**config.mk**
```make
export PLATFORM = sky130hd
export DESIGN_NAME = mem_access_responder
export DESIGN_NICKNAME = d
export VERILOG_FILES = /design/src/rtl/mem_access_responder.sv
export SDC_FILE = /design/constraint.sdc
export NUM_CORES = 1
export LEC_CHECK = 0
export ABC_AREA = 0
export CAP_MARGIN = 5
export CORE_MARGIN = 8
export CORE_UTILIZATION = 29
export CTS_BUF_LIST = sky130_fd_sc_hd__clkbuf_4
export DETAILED_ROUTE_END_ITERATION = 6
export DONT_BUFFER_PORTS = 1
export SLEW_MARGIN = 30
export SYNTH_ARGS = -nofsm -noshare
export SYNTH_HDL_FRONTEND = slang
export SYNTH_SLANG_ARGS = --single-unit
```
**constraint.sdc**
```tcl
create_clock -name clk -period 1.5 [get_ports clk]
set_input_delay 0.225 -clock clk [delete_from_list [all_inputs] [get_ports clk]]
set_output_delay 0.225 -clock clk [all_outputs]
set_load 0.02 [all_outputs]
```
**src/rtl/mem_access_responder.sv**
```systemverilog
// mem_access_responder: single-outstanding memory-port responder.
// Accepts one read/write request from the core, drives it onto an SRAM-style
// bus for a fixed number of wait states, then waits for the memory
// acknowledge before completing with a one-cycle response pulse.
// Optional feature macro: MEM_TIMEOUT_EN (aborts an access that is never
// acknowledged and flags it on o_rsp_err).
module mem_access_responder #(
  parameter int unsigned DATA_WIDTH     = 8,
  parameter int unsigned ADDR_WIDTH     = 8,
  parameter int unsigned WAIT_CYCLES    = 2,
  parameter int unsigned TIMEOUT_CYCLES = 15
) (
  input  logic                  clk,
  input  logic                  rst_n,
  input  logic                  i_req_valid,
  input  logic                  i_req_write,
  input  logic [ADDR_WIDTH-1:0] i_req_addr,
  input  logic [DATA_WIDTH-1:0] i_req_wdata,
  output logic                  o_req_ready,
  output logic                  o_rsp_valid,
  output logic [DATA_WIDTH-1:0] o_rsp_rdata,
  output logic                  o_rsp_err,
  output logic                  o_busy,
  output logic                  o_mem_cs,
  output logic                  o_mem_we,
  output logic [ADDR_WIDTH-1:0] o_mem_addr,
  output logic [DATA_WIDTH-1:0] o_mem_wdata,
  input  logic [DATA_WIDTH-1:0] i_mem_rdata,
  input  logic                  i_mem_ack
);

  // Wait counter must hold WAIT_CYCLES; keep at least one bit when it is 0.
  localparam int unsigned CNT_W = (WAIT_CYCLES > 0) ? $clog2(WAIT_CYCLES + 1) : 1;
  localparam logic [CNT_W-1:0] WAIT_LOAD = CNT_W'(WAIT_CYCLES);

  typedef enum logic [1:0] {
    ST_IDLE,
    ST_SETUP,
    ST_ACCESS,
    ST_RESP
  } state_e;

  state_e                state_q, state_d;
  logic [ADDR_WIDTH-1:0] addr_q, addr_d;
  logic [DATA_WIDTH-1:0] wdata_q, wdata_d;
  logic                  write_q, write_d;
  logic [DATA_WIDTH-1:0] rdata_q, rdata_d;
  logic [CNT_W-1:0]      cnt_q, cnt_d;

`ifdef MEM_TIMEOUT_EN
  localparam int unsigned TO_W = $clog2(TIMEOUT_CYCLES + 1);
  localparam logic [TO_W-1:0] TO_LIMIT = TO_W'(TIMEOUT_CYCLES);

  logic [TO_W-1:0] tcnt_q, tcnt_d;
  logic            err_q, err_d;

  // Timeout counter and error flag registers.
  always_ff @(posedge clk or negedge rst_n) begin
    if (!rst_n) begin
      tcnt_q <= '0;
      err_q  <= 1'b0;
    end else begin
      tcnt_q <= tcnt_d;
      err_q  <= err_d;
    end
  end

  assign o_rsp_err = err_q;
`else
  assign o_rsp_err = 1'b0;
`endif

  // State and capture registers; an async reset aborts any transaction.
  always_ff @(posedge clk or negedge rst_n) begin
    if (!rst_n) begin
      state_q <= ST_IDLE;
      addr_q  <= '0;
      wdata_q <= '0;
      write_q <= 1'b0;
      rdata_q <= '0;
      cnt_q   <= '0;
    end else begin
      // NOTE: non-blocking assignments so every register samples pre-edge values.
      state_q <= state_d;
      addr_q  <= addr_d;
      wdata_q <= wdata_d;
      write_q <= write_d;
      rdata_q <= rdata_d;
      cnt_q   <= cnt_d;
    end
  end

  // Next-state and capture logic for the request/access/response sequence.
  always_comb begin
    // NOTE: every target defaults to its held value first so no latch is inferred.
    state_d = state_q;
    addr_d  = addr_q;
    wdata_d = wdata_q;
    write_d = write_q;
    rdata_d = rdata_q;
    cnt_d   = cnt_q;
`ifdef MEM_TIMEOUT_EN
    tcnt_d  = tcnt_q;
    err_d   = 1'b0;
`endif
    unique case (state_q)
      ST_IDLE: begin
        if (i_req_valid) begin
          addr_d  = i_req_addr;
          wdata_d = i_req_wdata;
          write_d = i_req_write;
          state_d = ST_SETUP;
        end
      end
      ST_SETUP: begin
        cnt_d   = WAIT_LOAD;
`ifdef MEM_TIMEOUT_EN
        tcnt_d  = '0;
`endif
        state_d = ST_ACCESS;
      end
      ST_ACCESS: begin
        if (cnt_q != '0) begin
          // Ack is not looked at until the wait states have elapsed.
          cnt_d = cnt_q - 1'b1;
        end else if (i_mem_ack) begin
          // Ack wins over a timeout landing on the same edge.
          if (!write_q) rdata_d = i_mem_rdata;
          state_d = ST_RESP;
        end
`ifdef MEM_TIMEOUT_EN
        else begin
          tcnt_d = tcnt_q + 1'b1;
          if (tcnt_d == TO_LIMIT) begin
            err_d   = 1'b1;
            state_d = ST_RESP;
          end
        end
`endif
      end
      ST_RESP: begin
        state_d = ST_IDLE;
      end
      default: begin
        state_d = ST_IDLE;
      end
    endcase
  end

  assign o_req_ready = (state_q == ST_IDLE);
  assign o_busy      = (state_q != ST_IDLE);
  assign o_mem_cs    = (state_q == ST_SETUP) || (state_q == ST_ACCESS);
  assign o_mem_we    = o_mem_cs & write_q;
  assign o_mem_addr  = addr_q;
  assign o_mem_wdata = wdata_q;
  assign o_rsp_valid = (state_q == ST_RESP);
  assign o_rsp_rdata = rdata_q;

endmodule

```
==> results of run 1 <==
[synth_stat cells (all sizes together)]
| cell type | n | area [sq um] |
|---|---|---|
| dfrtp | 29 | 726 |
| mux2 | 27 | 304 |
| inv | 8 | 30.0 |
| ha | 6 | 75.1 |
| nand2 | 3 | 11.3 |
| buf | 2 | 12.5 |
| mux2i | 2 | 20.0 |
| a222oi | 1 | 10.0 |
| and2 | 1 | 6.26 |
| conb | 1 | 3.75 |
| nand4b | 1 | 8.76 |
| nor2 | 1 | 3.75 |
| o22a | 1 | 8.76 |
[report_power, final]
part           switching [mW]  internal [mW]
Combinational           0.645          0.921
Sequential              0.696           1.18
Clock                   0.226          0.188
Total                    1.57           2.29
[logic make-up (layout without fill, tap and decap cells)]
group,Yosys count,in the layout,synth area share
AND/OR/NAND/NOR,6,6,0.0246
buffers and inverters,10,30,0.0349
AO/OA/AOI/OAI,2,2,0.0154
flip-flops,29,29,0.595
adder cells (fa/ha/maj),6,6,0.0615
other,1,1,0.00307
multiplexers,29,29,0.266
[stage by stage]
step                hold WS (ns)  total power [mW]  setup slack, ns
global route              0.0299              4.12           -0.156
floorplan                -0.0706              2.76          -0.0381
CTS                       0.0356              3.77          -0.0439
finish                    0.0636              3.85          -0.0763
detailed placement       -0.0698              3.19          -0.0296
global placement         -0.0697              3.12           0.0146
[metal layers]
metal,track usage,up-vias,wire [um]
li1,-,318,-
met1,0.0774,358,905
met3,0.0640,8,348
met2,0.148,34,1410
met4,0.0429,2,55
met5,0,-,11
[flip-flops by register name, indices dropped and copies added, names as in the netlist]
register,flops
o_mem_addr,8
o_rsp_rdata,8
state_q,2
o_mem_wdata,8
write_q,1
cnt_q,2
[critical path, stage by stage, from the launching register on]
cell and delay (ns):
sky130_fd_sc_hd__dfrtp_1 0.42, sky130_fd_sc_hd__buf_4 0.16, sky130_fd_sc_hd__ha_4 0.16, sky130_fd_sc_hd__a222oi_1 0.35, sky130_fd_sc_hd__mux2_1 0.37
[timing repair]
item | in CTS | in global routing
hold endpoints to repair | 29 | 0
buffers inserted | 1 | 3
hold buffers | 2 | 0
endpoints found under the setup margin | 7 | 13
resized for setup | 10 | 11
pin swaps | 1 | 2
[final cells by class]
type	instances	share of cell area
Clock inverter	1	0.00243
Multi-Input combinational cell	44	0.336
Clock buffer	6	0.0291
Timing Repair Buffer	15	0.100
Tap cell	50	0.0405
Inverter	8	0.0227
Sequential cell	29	0.469
[final timing paths]
kind	endpoint	cells past startpoint	slack, ns	from
max	state_q[1]	4	-0.08	state_q[1]
min	o_mem_addr[4]	1	0.06	i_req_addr[4]
max reg2reg	state_q[1]	4	-0.08	state_q[1]
min reg2reg	cnt_q[1]	1	0.52	cnt_q[1]
max in group asynchronous	o_mem_wdata[2]	2	0.97	rst_n
min in group asynchronous	write_q	2	0.37	rst_n
==> results.md, run 1 <==
Timing:
- Setup violations remaining at the end of the flow were counted as 11.
- The hold violation count in the final report is 0.
- For the final routed database, the setup TNS stands at -0.260 ns.
- The number of max-slew violations in the final report is 0.
- Once routing completed, OpenROAD measured the worst setup slack at -0.0763 ns.
- The clock skew after layout is between 0.002 and 0.003 ns.
- The shortest clock period the worst path allows after layout is around 1.6 ns.
- Timing would allow up to 634 MHz.
- The fraction of the cycle the final worst path needs is 1.05.
- Setup repair after global routing could not meet its margin everywhere.

Floorplanning:
- The total die area is around 6500 sq um.
- The initial core utilization is 0.303.
- The die is roughly 81 um wide.
- The die is around 80 um tall.
- In this run the standard cell core region covers a little over 4000 sq um.
- The number of top-level design ports is just under 60.
- After floorplanning, the core was divided into 23 placement rows.

Finish:
- The library cell used most frequently in the layout, excluding fill and tap cells, is sky130_fd_sc_hd__dfrtp_1.
- The number of antenna diodes in the final layout is 0.
- Measured on the finished design, the core utilization comes to 0.384.
- The filler cell count is just under 400.
- The final cell count without fillers is between 150 and 200.
- The area of all placed cells without fillers is ~1500 sq um.
- In the final layout, the multi-input gates occupy 519 sq um.
- In the layout the commonest cells are sky130_fd_sc_hd__dfrtp_1 (29), sky130_fd_sc_hd__mux2_2 (18), sky130_fd_sc_hd__buf_4 (9), sky130_fd_sc_hd__mux2_4 (8), sky130_fd_sc_hd__clkbuf_4 (6).
- In the final layout, the share of cells above drive strength 1 is 0.553.
- The relative area change from synthesis to final layout is 26.8%.
- The count of nets after finishing is roughly 140.
- The combined flip-flop and latch cell area is just over 700 sq um.

Placement:
- The number of placed instances, taps included, is 140.
- The area of placed instances is between 1000 and 1500 sq um.
- The routability congestion estimate is around 0.67.
- Input and output buffers added on the ports amount to 0.
- The HPWL after detailed placement is ~2100 um.

Detailed routing:
- The total wirelength of the detailed-routed design is 2730 um.
- After detailed routing, the number of vias per cell comes to ~4.7.
- The first-iteration detailed-routing DRC count is 23.
- The routed via count is between 700 and 800.
- The detailed-routing iteration count for the pre-antenna-repair pass is 4.
- The detailed-route wire length per cell is between 15 and 20 um.
- The count of nets left with antenna violations once routing finished came out at 0.
- The DRC violations left is 0.

Global route:
- Across every metal layer, demand over resource in global routing totals 0.0879.
- The largest net degree at the start of global routing is 30.
- The first global-routing pass estimated 4330 um of wire.
- Global routing finished with a remaining overflow of 0.
- The initial antenna violation count is 1.
- The number of global-route vias before repair is ~840.

Synthesis:
- The number of register bits inferred by synthesis is 29.
- Yosys mapped the design onto 16 distinct sky130hd cell types.
- In this run the mean area of a mapped cell was 14.7 sq um.
- The cell area after synthesis is roughly 1200 sq um.
- The share of the yosys chip area belonging to registers is 0.595.
- The post-synth net total is ~120.
- The number of instances in the synthesized netlist is just over 80.
- The total of warnings raised by yosys is 0.

Min path:
- The tightest min-delay check is of the in -> reg type.

Clocking:
- The clock network latency to the later pin of the worst-skew pair is approximately 0.3 ns.
- The number of buffers on the longest clock path is 2.
- The number of clock buffers added by TritonCTS is 5.
- The CTS H-tree depth is 2.
- After clock tree synthesis, the clock-pin slew on the worst setup and hold paths is 0.08 ns.
- The number of clock sinks is 29.
- The root buffer selected by CTS is sky130_fd_sc_hd__clkbuf_4.
- TritonCTS built the clock tree.

Setup path:
- The endpoint arrival time on the critical path is 1.77 ns.
- The worst path required time is roughly 1.7 ns.
- The kind of end point of the critical path is a flop.
- The path type of the worst setup path is reg -> reg.
- The largest fanout on the critical path is 4.
- STA classifies the critical path startpoint as a flop.

Power and ir drop:
- The total power density per cell area is about 2500 nW/um^2.
- The leakage power is just over 0.7 nW.
- IR analysis of the VDD net gives a maximum drop of 0.00110 V.

Run status:
- The checks that failed: negative setup slack.
- The run finished, with violations left.

Job:
- Across the run, the number of max-cap violations was 0.
Note: power is estimated with default switching activity, not from simulation.
==> run 2: changes to the inputs <==
==> constraint.sdc (replaced) <==
create_clock -name clk -period 1.8 [get_ports clk]
set_input_delay 0.27 -clock clk [delete_from_list [all_inputs] [get_ports clk]]
set_output_delay 0.27 -clock clk [all_outputs]
set_load 0.02 [all_outputs]
==> run 2 against run 1 <==
Against the previous run:
- the flow now finishes without violations
- flip-flop and latch count did not move
- sequential share of layout area rose by 5.2 points
- register-to-register slack improved by 0.22 ns
- first-iteration DRC count rose by 17%
- setup slack improved by 0.15 ns
- critical path depth fell by 1
- count of clock-buffer cells in the layout fell by 1
- sequential power fell by 16%
- critical endpoint is now o_mem_we
- largest power group unchanged
==> results.md, run 2 (synthesis gave the netlist of run 1 again) <==
Global route:
- The first-pass GRT wire length is 4150 um (was 4330 um).
- The number of global-route vias before repair was 817 (was 841).
- The initial antenna violation count came to 0 (was 1).
- The largest net degree at the start of global routing is 30 (unchanged).
- The total global routing overflow was 0 (unchanged).
- The total routing usage reported by global routing came to 0.0842 (was 0.0879).

Detailed routing:
- The first-iteration detailed-routing DRC count was 27 (was 23).
- The routed via count is 693 (was 720).
- The detailed-routing iteration count for the pre-antenna-repair pass is 4 (unchanged).
- The remaining number of nets flagged by the antenna check after routing is 0 (unchanged).
- The detailed-route vias per instance is 4.75 (was 4.71).
- The total wirelength of the detailed-routed design is 2700 um (was 2730 um).
- The DRC violations left is 0 (unchanged).
- The detailed-route wire length per cell is 18.5 um (was 17.9 um).

Finish:
- The most common cell after layout, fill and taps aside is sky130_fd_sc_hd__dfrtp_1 (unchanged).
- The post-layout utilization of the core is 0.345 (was 0.384).
- The antenna diode count is 0 (unchanged).
- The share of final-layout standard cells stronger than drive strength 1 was 0.438 (was 0.553).
- The relative area change from synthesis to final layout is 14.1% (was 26.8%).
- The area of all placed cells without fillers is 1390 sq um (was 1550 sq um).
- Leading cell types in the layout, fill and taps excluded: sky130_fd_sc_hd__dfrtp_1 (29), sky130_fd_sc_hd__mux2_2 (26), sky130_fd_sc_hd__inv_1 (6) (was sky130_fd_sc_hd__dfrtp_1 (29), sky130_fd_sc_hd__mux2_2 (18), sky130_fd_sc_hd__buf_4 (9), sky130_fd_sc_hd__mux2_4 (8), sky130_fd_sc_hd__clkbuf_4 (6)).
- The count of nets after finishing was 130 (was 138).

Timing:
- Static timing analysis puts the maximum clock frequency at just under 600 MHz.
- The post-route setup TNS came to 0 ns (was -0.260 ns).
- Setup repair after global routing missed its margin: no (was yes).
- The number of max-slew violations in the final report was 0 (unchanged).
- The number of endpoints failing setup at the final stage was 0 (was 11).
- The hold violation count in the final report is 0 (unchanged).
- The clock period could shrink to about 1.7 ns.
- The fraction of the cycle the final worst path needs is 0.961.
- The clock skew after layout is 0.00373 ns (was 0.00263 ns).

Floorplanning:
- The number of core rows was 23 (unchanged).
- The placeable core region is 4030 sq um (unchanged).
- The total die area is 6540 sq um (unchanged).
- The die width is 80.9 um (unchanged).
- The initial core utilization is 0.303 (unchanged).
- The height of the die was 80.9 um (unchanged).
- The number of top-level design ports is 59 (unchanged).

Clocking:
- The clock network latency to the later pin of the worst-skew pair came to 0.31 ns (was 0.30 ns).
- The number of buffers on the longest clock path was 2 (unchanged).
- The number of CTS-inserted buffers came to 5 (unchanged).
- The number of clock sinks is 29 (unchanged).
- The root buffer selected by CTS is sky130_fd_sc_hd__clkbuf_4 (unchanged).
- The clock slew at the register clock pins of the worst setup and hold paths is 0.09 ns (was 0.08 ns).
- The CTS H-tree depth is 2 (unchanged).
- The TritonCTS clock tree is yes (unchanged).

Setup path:
- The reg2reg setup slack is 0.14 ns (was -0.08 ns).
- The category of cells accounting for the largest share of critical-path delay is flip-flops (unchanged).
- The largest fanout on the critical path is 5 (was 4).
- Critical path cell sequence: inv_1 > ha_2 > and2_2 (was buf_4 > ha_4 > a222oi_1 > mux2_1).
- The depth of the critical timing path with buffers and inverters included is 3 (was 4).
- The number of cells traversed by the worst register-to-register path is 6 (was 4).
- The kind of end point of the critical path is an output port (was flop).
- The total buffers and inverters traversed by the critical path came to 1 (unchanged).
- The longest individual stage delay on the worst path came to 0.42 ns (about the same).
- The critical path's slowest cell is sky130_fd_sc_hd__dfrtp_1 (unchanged).
- The endpoint arrival time on the critical path is 1.46 ns (was 1.77 ns).
- The worst reg2reg path startpoint is cnt_q[0] (was state_q[1]).
- The sort of element at the start of the critical path is a flop (unchanged).
- The path type of the worst setup path is reg -> out (was reg -> reg).
- The worst path required time is 1.53 ns (was 1.69 ns).
- The endpoint of the worst register-to-register path is state_q[1] (unchanged).

Placement:
- The area of placed instances is 1280 sq um (was 1370 sq um).
- The HPWL after detailed placement was 2040 um (was 2110 um).
- The routability congestion estimate is 0.676 (was 0.668).
- The number of port buffers came to 0 (unchanged).

Min path:
- The path category of the worst min-delay check is in -> reg (unchanged).
- The source of the worst hold timing path is i_req_addr[7] (was i_req_addr[4]).
- The worst min-delay path endpoint is o_mem_addr[7] (was o_mem_addr[4]).
- The depth of the worst hold-timing path is 1 (unchanged).

Run status:
- Result of the run: completed (was complete, but fails checks).

Power and ir drop:
- The power after layout is 2.88 mW (was 3.85 mW).
- The maximum vdd ir drop is 0.000723 V (was 0.00110 V).
- The leakage power is 0.640 nW (was 0.728 nW).
- The total power density per cell area is 2070 nW/um^2 (was 2490 nW/um^2).

Job:
- The count of max-cap constraint violations is 0 (unchanged).
## run 2: routing by layer
layer	track usage	part of all wire	routed length [um]
met5	0	0	0
met2	0.136	0.51	1370
met4	0.0482	0.019	51
met3	0.0519	0.12	318
met1	0.0812	0.36	959
## run 2: through the flow
stage	instances	hold WS, ns	worst slack (ns)
finish	146	0.101	0.0707
detailed placement	133	-0.0246	0.0700
global route	146	0.0735	0.00135
floorplan	83	-0.0256	0.103
global placement	133	-0.0246	0.144
CTS	143	0.0787	0.00260
## run 2: cell type report
class                      count  area (sq um)
clock buffer                   5          37.5
clock inverter                 3          12.5
fill                         406          2640
inverter                       8          30.0
multi-input combinational     44           455
sequential                    29           726
tap                           50          62.6
timing repair buffer           7          67.6
## run 2: how the worst max path moves through the flow
| stage | startpoint | endpoint | slack [ns] |
|---|---|---|---|
| CTS | state_q[1] | o_mem_we | 0.003 |
| finish | state_q[1] | o_mem_we | 0.07 |
| detailed placement | state_q[0] | o_rsp_rdata[5] | 0.07 |
| global route | state_q[1] | o_mem_we | 0.001 |
| floorplan | state_q[0] | o_mem_addr[5] | 0.10 |
| global placement | state_q[0] | state_q[1] | 0.14 |
## run 2: what timing repair did
action	4_1_cts	5_1_grt
pin swaps	0	2
hold buffers	2	0
resized for setup	1	2
endpoints found under the hold margin	29	0
endpoints found under the setup margin	1	10
buffers inserted	0	3
## run 2: power by group
group,total [mW],switching (mW),internal [mW]
Combinational,0.959,0.446,0.512
Sequential,1.57,0.590,0.981
Clock,0.346,0.205,0.141
Total,2.88,1.24,1.63
